[src/rtl/hamming74_pkg.sv]
// Hamming(7,4) widths and pure encode/syndrome/correct functions shared by the
// UART link codec. Codeword bit k holds Hamming position k+1.
package hamming74_pkg;

  localparam int DATA_W = 4;
  localparam int CODE_W = 7;
  localparam int SYN_W  = 3;

  typedef logic [DATA_W-1:0] data_t;
  typedef logic [CODE_W-1:0] code_t;
  typedef logic [SYN_W-1:0]  syn_t;

  function automatic code_t hamming74_encode(input data_t d);
    code_t c;
    c[0] = d[0] ^ d[1] ^ d[3];
    c[1] = d[0] ^ d[2] ^ d[3];
    c[2] = d[0];
    c[3] = d[1] ^ d[2] ^ d[3];
    c[4] = d[1];
    c[5] = d[2];
    c[6] = d[3];
    return c;
  endfunction

  function automatic syn_t hamming74_syndrome(input code_t c);
    syn_t s;
    s[0] = c[0] ^ c[2] ^ c[4] ^ c[6];
    s[1] = c[1] ^ c[2] ^ c[5] ^ c[6];
    s[2] = c[3] ^ c[4] ^ c[5] ^ c[6];
    return s;
  endfunction

  // A non-zero syndrome is the 1-based position of the bit to flip; double
  // errors land on a wrong position and are silently miscorrected.
  function automatic data_t hamming74_correct(input code_t c, input syn_t s);
    code_t fixed;
    fixed = c;
    if (s != '0) fixed[s - 3'd1] = ~fixed[s - 3'd1];
    return {fixed[6], fixed[5], fixed[4], fixed[2]};
  endfunction

endpackage

[src/rtl/hamming74_codec_counter3.sv]
// Free-running 3-bit status counter with enable; done flags the terminal count.
module counter3 (
  input  logic       clk,
  input  logic       rst_n,
  input  logic       ena,
  output logic [2:0] count,
  output logic       done
);

  // NOTE: sequential state uses non-blocking assignments and an asynchronous
  // active-low reset in the sensitivity list, so reset acts without a clock.
  always_ff @(posedge clk or negedge rst_n) begin
    if (!rst_n)   count <= '0;
    else if (ena) count <= count + 3'd1;
  end

  assign done = (count == 3'd7);

endmodule

[src/rtl/hamming74_codec.sv]
// Hamming(7,4) codec: registered TX encoder, registered single-error-correcting
// RX decoder with decode counter, and a status counter for debug pins.
module hamming74_codec
  import hamming74_pkg::*;
(
  input  logic              clk,
  input  logic              rst_n,
  input  logic              enc_ena,
  input  logic [DATA_W-1:0] enc_data_in,
  output logic [CODE_W-1:0] enc_code_out,
  output logic              enc_valid_out,
  input  logic              dec_ena,
  input  logic [CODE_W-1:0] dec_code_in,
  output logic [DATA_W-1:0] dec_data_out,
  output logic              dec_valid_out,
  output logic [SYN_W-1:0]  dec_syndrome_out,
  output logic [2:0]        dec_count_out,
  input  logic              cnt_ena,
  output logic [2:0]        cnt_count,
  output logic              cnt_done
);

  syn_t  dec_syn;
  data_t dec_fixed;

  // NOTE: every combinational signal is assigned on every path, so no latch
  // can be inferred.
  always_comb begin
    dec_syn   = hamming74_syndrome(dec_code_in);
    dec_fixed = hamming74_correct(dec_code_in, dec_syn);
  end

  always_ff @(posedge clk or negedge rst_n) begin
    if (!rst_n) begin
      enc_code_out  <= '0;
      enc_valid_out <= 1'b0;
    end else begin
      enc_valid_out <= enc_ena;
      if (enc_ena) enc_code_out <= hamming74_encode(enc_data_in);
    end
  end

  always_ff @(posedge clk or negedge rst_n) begin
    if (!rst_n) begin
      dec_data_out     <= '0;
      dec_syndrome_out <= '0;
      dec_valid_out    <= 1'b0;
      dec_count_out    <= '0;
    end else begin
      dec_valid_out <= dec_ena;
      if (dec_ena) begin
        dec_data_out     <= dec_fixed;
        dec_syndrome_out <= dec_syn;
        dec_count_out    <= dec_count_out + 3'd1;
      end
    end
  end

  counter3 u_status_cnt (
    .clk   (clk),
    .rst_n (rst_n),
    .ena   (cnt_ena),
    .count (cnt_count),
    .done  (cnt_done)
  );

endmodule

[config.mk]
export PLATFORM = sky130hd
export DESIGN_NAME = hamming74_codec
export DESIGN_NICKNAME = d
export VERILOG_FILES = /design/src/rtl/hamming74_pkg.sv /design/src/rtl/hamming74_codec_counter3.sv /design/src/rtl/hamming74_codec.sv
export SDC_FILE = /design/constraint.sdc
export NUM_CORES = 1
export LEC_CHECK = 0
export CAP_MARGIN = 20
export CORE_ASPECT_RATIO = 0.8
export CORE_UTILIZATION = 43
export CTS_CLUSTER_DIAMETER = 100
export CTS_CLUSTER_SIZE = 10
export DETAILED_ROUTE_END_ITERATION = 8
export PLACE_DENSITY = 0.75
export SLEW_MARGIN = 20
export SYNTH_ARGS = -nofsm -noshare
export SYNTH_HDL_FRONTEND = slang
export SYNTH_SLANG_ARGS = --single-unit
export TNS_END_PERCENT = 1
[constraint.sdc]
create_clock -name clk -period 1.6 [get_ports clk]
set_input_delay 0.24 -clock clk [delete_from_list [all_inputs] [get_ports clk]]
set_output_delay 0.24 -clock clk [all_outputs]
set_load 0.02 [all_outputs]
### Word-level counts from Yosys, hierarchy flattened

Cells that the tools add are included.

| operators by class | value |
|---|---|
| $add $sub $neg | 3 |
| order comparisons | 2 |
| eq/ne operators | 1 |
| multiplexer cells | 6 |
| bitwise operators | 16 |
| reductions and logical operators | 2 |

Operator list:

| kind | count |
|---|---|
| bitwise XOR 1 bit | 15 |
| bitwise mux 7 bit | 1 |
| two-way mux 7 bit | 1 |
| adder 3 x 1 -> 3 bit (second input constant) | 2 |
| less-than comparator 3 x 4 -> 1 bit (second input constant) | 1 |
| binary-select mux 1 bit (select 3 bit) | 1 |
| demux 1 bit (select 3 bit) | 1 |
| equality test 3 bit (second input constant) | 1 |
| >= comparator 3 x 1 -> 1 bit (second input constant) | 1 |
| nonzero test 3 bit | 1 |
| subtractor 3 x 1 -> 3 bit (second input constant) | 1 |
| two-way mux 1 bit | 2 |
| logical AND 1 bit | 1 |
| inverter 1 bit | 1 |

| word-level totals | value |
|---|---|
| bits in registers | 22 |
| input port bits | 16 |
| logic and storage cells | 37 |

### Depth between registers and ports, before layout

Gate-level depths: netlist (run 1).

| depth | value |
|---|---|
| depth after elaboration | 10 |
| depth in mapped cells | 9 |

### Hierarchy

A second synthesis (run 1) with hierarchy kept.

| second synthesis, totals | value |
|---|---|
| cell total of the unflattened synthesis | 80 |
| area total of the unflattened synthesis | 1,038.5 um^2 |

By module, submodules not included:

| module | times used | cells an instance | area an instance (um^2) | seq. area each (um^2) |
|---|---|---|---|---|
| hamming74_codec | 1 | 72 | 907.1 | 475.5 |
| counter3 | 1 | 8 | 131.4 | 75.1 |

### Least setup slack after synthesis (run 1)

No wires, ideal clock.

| timing path | value |
|---|---|
| path type | input-to-reg |
| start point | in dec_code_in[0] |
| end point | reg dec_data_out[3] |
| library setup time | 82 ps |
| data arrival time | 2,110 ps |
| data required time | 1,518 ps |
| path slack | -592 ps |
| stages | 8 |
| path buffers | 0 |
| cells stage by stage | xor2_1 xnor2_1 ha_1 and2_1 ha_1 or3_1 or3_1 a31oi_1 |

| on the way | value |
|---|---|
| cells in the longest elaborated chain, start to end | 10 |
| elaborated cells on any way between the ends | 15 |
| classes of those cells | add/sub (1); order compare (2); mux (6); bitwise (4); reduce/logical (2) |

Ends and longest elaborated chain:

| item | line | RTL |
|---|---|---|
| start, declared | hamming74_codec.sv:13 | `input logic [CODE_W-1:0] dec_code_in,` |
| bitwise XOR 1 bit (3 in series) | hamming74_pkg.sv:27 | `s[0] = c[0] ^ c[2] ^ c[4] ^ c[6];` |
| subtractor 3 x 1 -> 3 bit | hamming74_pkg.sv:38 | `if (s != '0) fixed[s - 3'd1] = ~fixed[s - 3'd1];` |
| less-than comparator 3 x 4 -> 1 bit (not written as such) / >= comparator 3 x 1 -> 1 bit (equally long branches) | hamming74_pkg.sv:38 |  |
| logical AND 1 bit (not written as such) | hamming74_pkg.sv:38 |  |
| two-way mux 1 bit (not written as such) | hamming74_pkg.sv:38 |  |
| demux 1 bit (select 3 bit) | hamming74_pkg.sv:38 |  |
| bitwise mux 7 bit | hamming74_pkg.sv:38 |  |
| two-way mux 7 bit * | hamming74_pkg.sv:38 |  |
| end signal, assigned | hamming74_codec.sv:52 | `dec_data_out <= dec_fixed;` |
| end, declared | hamming74_codec.sv:14 | `output logic [DATA_W-1:0] dec_data_out,` |

Every way passes the cells marked *; elsewhere a longest branch is shown, timed or not. The select of a mux whose other input is x is not followed.
A chain may end at the register's enable or synchronous reset.

### Worst setup path in the final report (run 1)

Same ends and word-level chain as after synthesis.

==> metrics.txt, run 1 <==
# TYPE chip_impl_metric gauge
chip_impl_metric{name="wire_length_of_the_first_global_routing_pass",unit="mm"} 3.65
chip_impl_metric{name="final.period_utilization",unit="%"} 119
chip_impl_metric{name="final_nets",unit=""} 163
chip_impl_info{name="grt_setup_unrepaired",value="yes"} 1
chip_impl_metric{name="fin_area",unit="um^2"} 1670
chip_impl_info{name="violated_checks",value="design-rule violations, negative setup slack"} 1
chip_impl_metric{name="clk_lat_worst_skew",unit="ns"} 0.30
chip_impl_metric{name="max-clock-path-buffers",unit=""} 2
chip_impl_metric{name="asyncSetResetFlopFracSynth",unit="%"} 100
chip_impl_metric{name="initial_utilization",unit="%"} 46.9
chip_impl_info{name="kind_of_end_point_of_the_critical_path",value="flip-flop"} 1
chip_impl_metric{name="synth.yosys.warnings",unit=""} 0
chip_impl_metric{name="synth.area.mux_share",unit="%"} 13.6
chip_impl_metric{name="area_growth_syn_to_layout",unit="%"} 59.3
chip_impl_metric{name="core-area",unit="um^2"} 2230
chip_impl_metric{name="drv_slew",unit=""} 0
chip_impl_info{name="setup.worst_path.class",value="input pin to flip-flop"} 1
chip_impl_metric{name="die_y",unit="um"} 46.1
chip_impl_metric{name="final_antenna_net_count",unit=""} 0
chip_impl_metric{name="n_fill_cell",unit=""} 154
chip_impl_metric{name="wl_per_cell",unit="um"} 13.6
chip_impl_metric{name="fmax",unit="GHz"} 0.527
chip_impl_info{name="clock_tree_from_tritoncts",value="done"} 1
chip_impl_metric{name="global_placement_routability_congestion",unit=""} 0.694
chip_impl_metric{name="syn_avg_cell_area",unit="um^2"} 12.3
chip_impl_metric{name="timing.slew.headroom",unit="%"} 75.2
chip_impl_metric{name="routed_wirelength",unit="mm"} 2.26
chip_impl_metric{name="drc",unit=""} 3
chip_impl_metric{name="cellPowerDensity",unit="nW/um^2"} 1280
chip_impl_metric{name="detailedRoute.firstPassIterationCount",unit=""} 6
chip_impl_metric{name="timing.clock.skew",unit="ns"} 0.000265
chip_impl_metric{name="synth_adder_area_share",unit="%"} 5.97
chip_impl_metric{name="boundaryPins",unit=""} 39
chip_impl_metric{name="timing.critical_path.fanout_max",unit=""} 3
chip_impl_metric{name="static-leakage-power",unit="nW"} 0.755
chip_impl_metric{name="worst_path_largest_cell_delay",unit="ns"} 0.33
chip_impl_metric{name="grt_pass1_vias",unit=""} 771
chip_impl_metric{name="fp.dieW",unit="um"} 57.2
chip_impl_metric{name="number_of_antenna_violations_at_the_first_check_in_global_routing",unit=""} 0
chip_impl_metric{name="grt_start_max_net_pins",unit=""} 23
chip_impl_info{name="status",value="complete, but fails checks"} 1
chip_impl_metric{name="fin_hold_ws",unit="ns"} 0.262
chip_impl_metric{name="io_buffers",unit=""} 38
chip_impl_metric{name="clkSlewWorstSetupHoldPaths",unit="ns"} 0.12
chip_impl_metric{name="grtUsageTotal",unit="%"} 19.1
chip_impl_info{name="crit_slowest_cell",value="or3_4"} 1
chip_impl_metric{name="postCtsHoldBufs",unit=""} 0
chip_impl_metric{name="grt_overflow",unit=""} 0
chip_impl_metric{name="seq_area_frac_synth",unit="%"} 52.6
chip_impl_metric{name="timing.final.crit_period",unit="ns"} 1.90
chip_impl_info{name="dominantRegCellSynth",value="dfrtp_1"} 1
chip_impl_metric{name="detailedPlacementHpwl",unit="mm"} 1.62
chip_impl_metric{name="vias_per_cell",unit=""} 4.93
chip_impl_metric{name="synth.distinct_cells",unit=""} 18
chip_impl_metric{name="worst_ir_drop_vdd",unit="mV"} 0.831
chip_impl_metric{name="antenna_diode_count",unit=""} 0
chip_impl_metric{name="setup-violations-final",unit=""} 4
chip_impl_info{name="largest_family_of_logic_cells_by_synthesized_area",value="XOR/XNOR gates"} 1
chip_impl_metric{name="core.rowCount",unit=""} 15
chip_impl_metric{name="drt_iter0_markers",unit=""} 19
chip_impl_metric{name="placed_cell_area",unit="um^2"} 1550
chip_impl_metric{name="power.total",unit="mW"} 2.14
chip_impl_metric{name="tightestPinTransition",unit="ns"} 0.370
chip_impl_metric{name="post_synth_and_or_nand_nor_area_fraction",unit="%"} 8.24
chip_impl_info{name="path_delay_family",value="simple AND/OR/NAND/NOR gates"} 1
chip_impl_metric{name="final-hold-violation-count",unit=""} 0
chip_impl_info{name="worst_setup_path_start_kind",value="input pin"} 1
chip_impl_metric{name="cts.htree.levels",unit=""} 1
chip_impl_metric{name="proportion_of_layout_cells_with_a_drive_suffix_above_1",unit="%"} 33.3
chip_impl_info{name="synthTopCellsByArea",value="dfrtp_1 (53%), mux2_2 (11%), xnor2_1 (10%)"} 1
chip_impl_metric{name="cts_made_buffers",unit=""} 3
chip_impl_metric{name="synth_enable_flop_cells",unit=""} 0
chip_impl_metric{name="syn_nets",unit=""} 106
chip_impl_metric{name="critPathArrivalTime",unit="ns"} 2.14
chip_impl_metric{name="synth.ff_latch_count",unit=""} 22
chip_impl_info{name="synth_top_cell_by_area",value="dfrtp_1"} 1
chip_impl_metric{name="cp.buffers_inverters",unit=""} 1
chip_impl_metric{name="design.die.area",unit="um^2"} 2640
chip_impl_metric{name="setup_slack",unit="ns"} -0.299
chip_impl_metric{name="netlist_area",unit="um^2"} 1050
chip_impl_metric{name="cts.sinks",unit=""} 22
chip_impl_info{name="hold_path.class",value="input pin to asynchronous set/reset pin"} 1
chip_impl_metric{name="synth_xor_xnor_area_share",unit="%"} 14.1
chip_impl_metric{name="cap_viol_max_count",unit=""} 0
chip_impl_info{name="crit_chain",value="buf_6 > xor2_2 > xnor2_1 > ha_1 > and2_4 > ha_4 > or3_4 > or3_1 > a31oi_1"} 1
chip_impl_metric{name="worst_ep_required_time",unit="ns"} 1.84
chip_impl_metric{name="dr_total_vias",unit=""} 819
chip_impl_metric{name="synth_compound_gate_area_share",unit="%"} 4.06
chip_impl_metric{name="synth_top_area_share",unit="%"} 52.6
chip_impl_metric{name="postSynthCellCount",unit=""} 85
chip_impl_info{name="cts-root-buf",value="clkbuf_4"} 1
## layout make-up
cell class | instances | area, um^2 | share of cell area (%)
flip-flops and latches | 22 | 551 | 33.0
inverters | 1 | 3.75 | 0.225
multi-input cells | 59 | 551 | 33.0
repair buffers | 55 | 495 | 29.7
clock buffers | 4 | 36.3 | 2.18
well taps | 25 | 31.3 | 1.88
## synthesized netlist by cell type, drive strengths merged (3+ instances only)
cell and count:
a21oi 4, ha 5, nor2 6, mux2 10, xnor2 13, xor2 3
dfrtp 22, nand2 3, or3 3, clkbuf 3, mux2i 3
## logic make-up after synthesis
| logic type | Yosys count |
|---|---|
| DFF | 22 |
| adders and majority gates | 5 |
| xor gates and xnor gates | 16 |
| AOI/OAI and AO/OA | 8 |
| muxes | 13 |
| buffers and inverters | 4 |
| and+or+nand+nor | 17 |
## worst paths after layout
kind | from | endpoint | slack [ns] | cells past startpoint
setup / recovery | dec_code_in[0] | dec_data_out[3] | -0.30 | 9
hold / removal | rst_n | u_status_cnt.count[2] | 0.26 | 2
setup reg to reg | u_status_cnt.count[0] | u_status_cnt.count[2] | 0.36 | 3
hold reg to reg | dec_count_out[2] | dec_count_out[2] | 0.48 | 1
max in group asynchronous | rst_n | enc_code_out[3] | 1.11 | 2
min in group clk | dec_code_in[6] | dec_data_out[3] | 0.26 | 3
## cell usage in the layout, fill, tap and decap left out, drive strengths merged
cell type,netlist,layout
a21oi,4,4
a31oi,2,2
and2,2,2
buf,0,20
clkbuf,3,7
clkdlybuf4s50,0,27
dfrtp,22,22
dlygate4sd2,0,2
dlymetal6s2s,0,3
ha,5,5
inv,1,1
mux2,10,10
mux2i,3,3
nand2,3,3
nor2,6,6
nor2b,1,1
nor3b,2,2
o21ai,2,2
or3,3,3
xnor2,13,13
xor2,3,3
## state kept, by name, indices dropped and copies added (netlist names)
register / count
dec_valid_out: 1
enc_valid_out: 1
u_status_cnt.count: 3
dec_data_out: 4
enc_code_out: 7
dec_count_out: 3
dec_syndrome_out: 3
## stage by stage
step	setup slack (ns)	instances	setup TNS, ns	utilization [%]
after global routing	-0.368	166	-1.15	74.7
after floorplan	-0.561	85	-1.67	-
after global placement	-1.01	158	-3.82	69.4
after CTS	-0.422	166	-1.04	74.5
after detailed placement	-1.15	158	-4.45	69.4
final	-0.299	166	-0.857	74.7
## power breakdown
part	internal, mW	switching, mW
Clock	0.139	0.159
Combinational	0.573	0.476
Sequential	0.701	0.0949
## per-layer routing
layer | routed length (um) | share of wire, % | global-route usage (%)
met1 | 1010 | 45 | 25.0
met2 | 1090 | 48 | 30.1
met3 | 122 | 5.4 | 7.02
met4 | 38 | 1.7 | 5.37
met5 | 0 | 0 | 0
## repair_timing
| item | CTS | global route |
|---|---|---|
| pin swaps | 12 | 7 |
| setup buffers | 4 | 0 |
| hold endpoints to repair | 0 | 0 |
| setup endpoints to repair | 5 | 8 |
| gates resized for setup | 25 | 13 |
No activity file was read; power rests on OpenSTA's default activity.
==> run 2, diff against run 1 <==
- CORE_ASPECT_RATIO: 0.8 -> 1.1
- CTS_BUF_LIST: not set -> sky130_fd_sc_hd__clkbuf_16
- RECOVER_POWER: not set -> 50
==> metrics.txt, run 2 (synthesized netlist as in run 1, its figures left out) <==
# TYPE chip_impl_metric gauge
chip_impl_metric{name="fmax",unit="GHz"} 0.506
chip_impl_metric{name="tightestPinTransition",unit="ns"} 0.533
chip_impl_metric{name="grt_overflow",unit=""} 0
chip_impl_metric{name="cts.sinks",unit=""} 22
chip_impl_metric{name="routed_wirelength",unit="mm"} 2.10
chip_impl_metric{name="final_antenna_net_count",unit=""} 0
chip_impl_metric{name="wire_length_of_the_first_global_routing_pass",unit="mm"} 3.39
chip_impl_metric{name="detailedPlacementHpwl",unit="mm"} 1.53
chip_impl_info{name="violated_checks",value="negative setup slack"} 1
chip_impl_metric{name="antenna_diode_count",unit=""} 0
chip_impl_metric{name="design.die.area",unit="um^2"} 2640
chip_impl_metric{name="grt_pass1_vias",unit=""} 778
chip_impl_info{name="largest_register",value="enc_code_out"} 1
chip_impl_metric{name="fin_area",unit="um^2"} 1710
chip_impl_info{name="clock_tree_from_tritoncts",value="done"} 1
chip_impl_metric{name="switching_power_summed_over_all_nets",unit="uW"} 738
chip_impl_metric{name="vias_per_cell",unit=""} 4.91
chip_impl_info{name="routed.top_layer",value="met4"} 1
chip_impl_metric{name="worst_path_largest_cell_delay",unit="ns"} 0.36
chip_impl_metric{name="multi_input_comb_area",unit="um^2"} 546
chip_impl_metric{name="postCtsHoldBufs",unit=""} 0
chip_impl_metric{name="dr_wl_met3",unit="um"} 119
chip_impl_info{name="top_regs",value="enc_code_out x7, dec_data_out x4"} 1
chip_impl_metric{name="stdcell_count",unit=""} 170
chip_impl_metric{name="global_placement_routability_congestion",unit=""} 0.746
chip_impl_metric{name="final.period_utilization",unit="%"} 124
chip_impl_metric{name="max-clock-path-buffers",unit=""} 2
chip_impl_metric{name="worst_ir_drop_vdd",unit="mV"} 1.06
chip_impl_metric{name="final-hold-violation-count",unit=""} 0
chip_impl_metric{name="cts_made_buffers",unit=""} 3
chip_impl_metric{name="totalNegativeSetupSlack",unit="ns"} -1.22
chip_impl_metric{name="place.detailed.instances",unit=""} 163
chip_impl_metric{name="pwr-share-clk",unit="%"} 21.5
chip_impl_metric{name="number_of_antenna_violations_at_the_first_check_in_global_routing",unit=""} 0
chip_impl_metric{name="initial_utilization",unit="%"} 46.0
chip_impl_metric{name="area_growth_syn_to_layout",unit="%"} 63.6
chip_impl_metric{name="clk_lat_worst_skew",unit="ns"} 0.24
chip_impl_metric{name="cap_viol_max_count",unit=""} 0
chip_impl_info{name="hold_path.class",value="input pin to flip-flop"} 1
chip_impl_metric{name="sequential_cell_area",unit="um^2"} 551
chip_impl_metric{name="clkSlewWorstSetupHoldPaths",unit="ns"} 0.06
chip_impl_metric{name="n_fill_cell",unit=""} 159
chip_impl_metric{name="drt_iter0_markers",unit=""} 16
chip_impl_metric{name="io_buffers",unit=""} 38
chip_impl_metric{name="cts.htree.levels",unit=""} 1
chip_impl_info{name="kind_of_end_point_of_the_critical_path",value="flip-flop"} 1
chip_impl_metric{name="timing.clock.skew",unit="ns"} 0.000520
chip_impl_info{name="crit_chain",value="buf_8 > xor2_2 > xnor2_1 > ha_1 > and2_4 > ha_4 > or3_4 > or3_1 > a31oi_1"} 1
chip_impl_metric{name="grtUsageTotal",unit="%"} 17.3
chip_impl_info{name="worst_setup_path_start_kind",value="input pin"} 1
chip_impl_metric{name="internal-power",unit="mW"} 1.61
chip_impl_metric{name="drc",unit=""} 0
chip_impl_metric{name="seqPwrFrac",unit="%"} 34.1
chip_impl_metric{name="timing.slew.headroom",unit="%"} 64.5
chip_impl_metric{name="critPathArrivalTime",unit="ns"} 2.15
chip_impl_metric{name="die_y",unit="um"} 53.8
chip_impl_metric{name="proportion_of_layout_cells_with_a_drive_suffix_above_1",unit="%"} 28.6
chip_impl_metric{name="wl_met1",unit="um"} 868
chip_impl_info{name="crit_slowest_cell",value="or3_4"} 1
chip_impl_metric{name="dr_total_vias",unit=""} 835
chip_impl_metric{name="core.rowCount",unit=""} 18
chip_impl_metric{name="combPwrFrac",unit="%"} 44.4
chip_impl_metric{name="timing.critical_path.fanout_max",unit=""} 2
chip_impl_info{name="setup.worst_path.class",value="input pin to flip-flop"} 1
chip_impl_info{name="layout_commonest_cell",value="clkdlybuf4s50_1"} 1
chip_impl_metric{name="worst_ep_required_time",unit="ns"} 1.77
chip_impl_metric{name="cellPowerDensity",unit="nW/um^2"} 1370
chip_impl_metric{name="largest_reg_flops",unit=""} 7
chip_impl_info{name="cts-root-buf",value="clkbuf_16"} 1
chip_impl_metric{name="grt_start_max_net_pins",unit=""} 23
chip_impl_metric{name="drv_slew",unit=""} 0
chip_impl_info{name="status",value="complete, but fails checks"} 1
chip_impl_metric{name="power.total",unit="mW"} 2.35
chip_impl_metric{name="final_nets",unit=""} 163
chip_impl_metric{name="detailedRoute.firstPassIterationCount",unit=""} 4
chip_impl_metric{name="fp.dieW",unit="um"} 49.1
chip_impl_metric{name="setup_slack",unit="ns"} -0.377
chip_impl_metric{name="route.met2.wl",unit="mm"} 1.10
chip_impl_metric{name="timing.final.crit_period",unit="ns"} 1.98
chip_impl_metric{name="boundaryPins",unit=""} 39
chip_impl_metric{name="setup-violations-final",unit=""} 4
chip_impl_metric{name="pre_cts_ws",unit="ns"} -1.08
chip_impl_metric{name="core-area",unit="um^2"} 2270
chip_impl_metric{name="wl_per_cell",unit="um"} 12.4
chip_impl_metric{name="static-leakage-power",unit="nW"} 0.747
chip_impl_metric{name="power.switching_fraction",unit="%"} 31.5
chip_impl_info{name="mostFrequentLayoutCells",value="clkdlybuf4s50_1 (26), dfrtp_1 (22), buf_4 (15)"} 1
chip_impl_info{name="grt_setup_unrepaired",value="yes"} 1
chip_impl_metric{name="placed_cell_area",unit="um^2"} 1560
## run 2: cell count changes in the layout (fill, tap and decap cells not counted), sizes merged, moves of 2 or more
cell and change:
clkbuf -2, dlymetal6s2s -2, clkdlybuf4s15 +2, buf -3
dlygate4sd3 +4
## run 2: final timing paths
| kind | start | to | slack [ns] | cells past startpoint |
|---|---|---|---|---|
| hold reg to reg | dec_count_out[2] | dec_count_out[2] | 0.48 | 1 |
| hold / removal | dec_code_in[2] | dec_data_out[0] | 0.41 | 4 |
| setup / recovery | dec_code_in[2] | dec_data_out[3] | -0.38 | 9 |
| min in group asynchronous | rst_n | enc_code_out[0] | 0.50 | 2 |
| max in group asynchronous | rst_n | u_status_cnt.count[0] | 0.74 | 2 |
| setup reg to reg | u_status_cnt.count[0] | u_status_cnt.count[2] | 0.36 | 3 |
## run 2: final cells by class
class / instances / share of cell area (%)
clock buffers: 3 / 4.38
inverters: 1 / 0.219
multi-input cells: 59 / 31.8
flip-flops and latches: 22 / 32.1
well taps: 30 / 2.19
repair buffers: 55 / 29.2
## run 2: critical path, delay by kind of cell
family | cells | cell delay (ns)
compound gates | 1 | 0.16
xor+xnor | 2 | 0.28
buf+inv | 1 | 0.10
simple gates | 3 | 0.84
fa+ha+maj | 2 | 0.52
## run 2: power by group through the flow
| stage | Combinational, mW | Sequential, mW | Clock [mW] |
|---|---|---|---|
| after floorplan | 0.332 | 0.981 | 0 |
| after global placement | 0.962 | 0.803 | 0 |
| after detailed placement | 0.984 | 0.811 | 0 |
| after CTS | 1.01 | 0.802 | 0.518 |
| after global routing | 1.13 | 0.822 | 0.541 |
| final | 1.04 | 0.800 | 0.505 |
## run 2: metal layers
layer  vias up  global-route usage, %
met5         -                      0
met4         0                   4.41
met3         2                   2.82
met2        36                   33.6
met1       395                   20.0
li1        402                      -
## run 2: what timing repair did
action,CTS,global route
setup buffers,3,1
gates resized for setup,19,7
pin swaps,11,7
setup endpoints to repair,5,5
## run 2: through the flow
stage	hold WS [ns]	utilization, %
6_report	0.413	75.3
5_1_grt	0.453	75.3
4_1_cts	0.361	73.4
3_5_place_dp	0.480	68.4
3_3_place_gp	0.463	68.4
2_1_floorplan	-0.0556	-
==> run 3, diff against run 2 <==
- CAP_MARGIN: 20 -> 15
==> results of run 3 <==
Same layout as run 2: the final DEF is identical, and so are final timing and power.
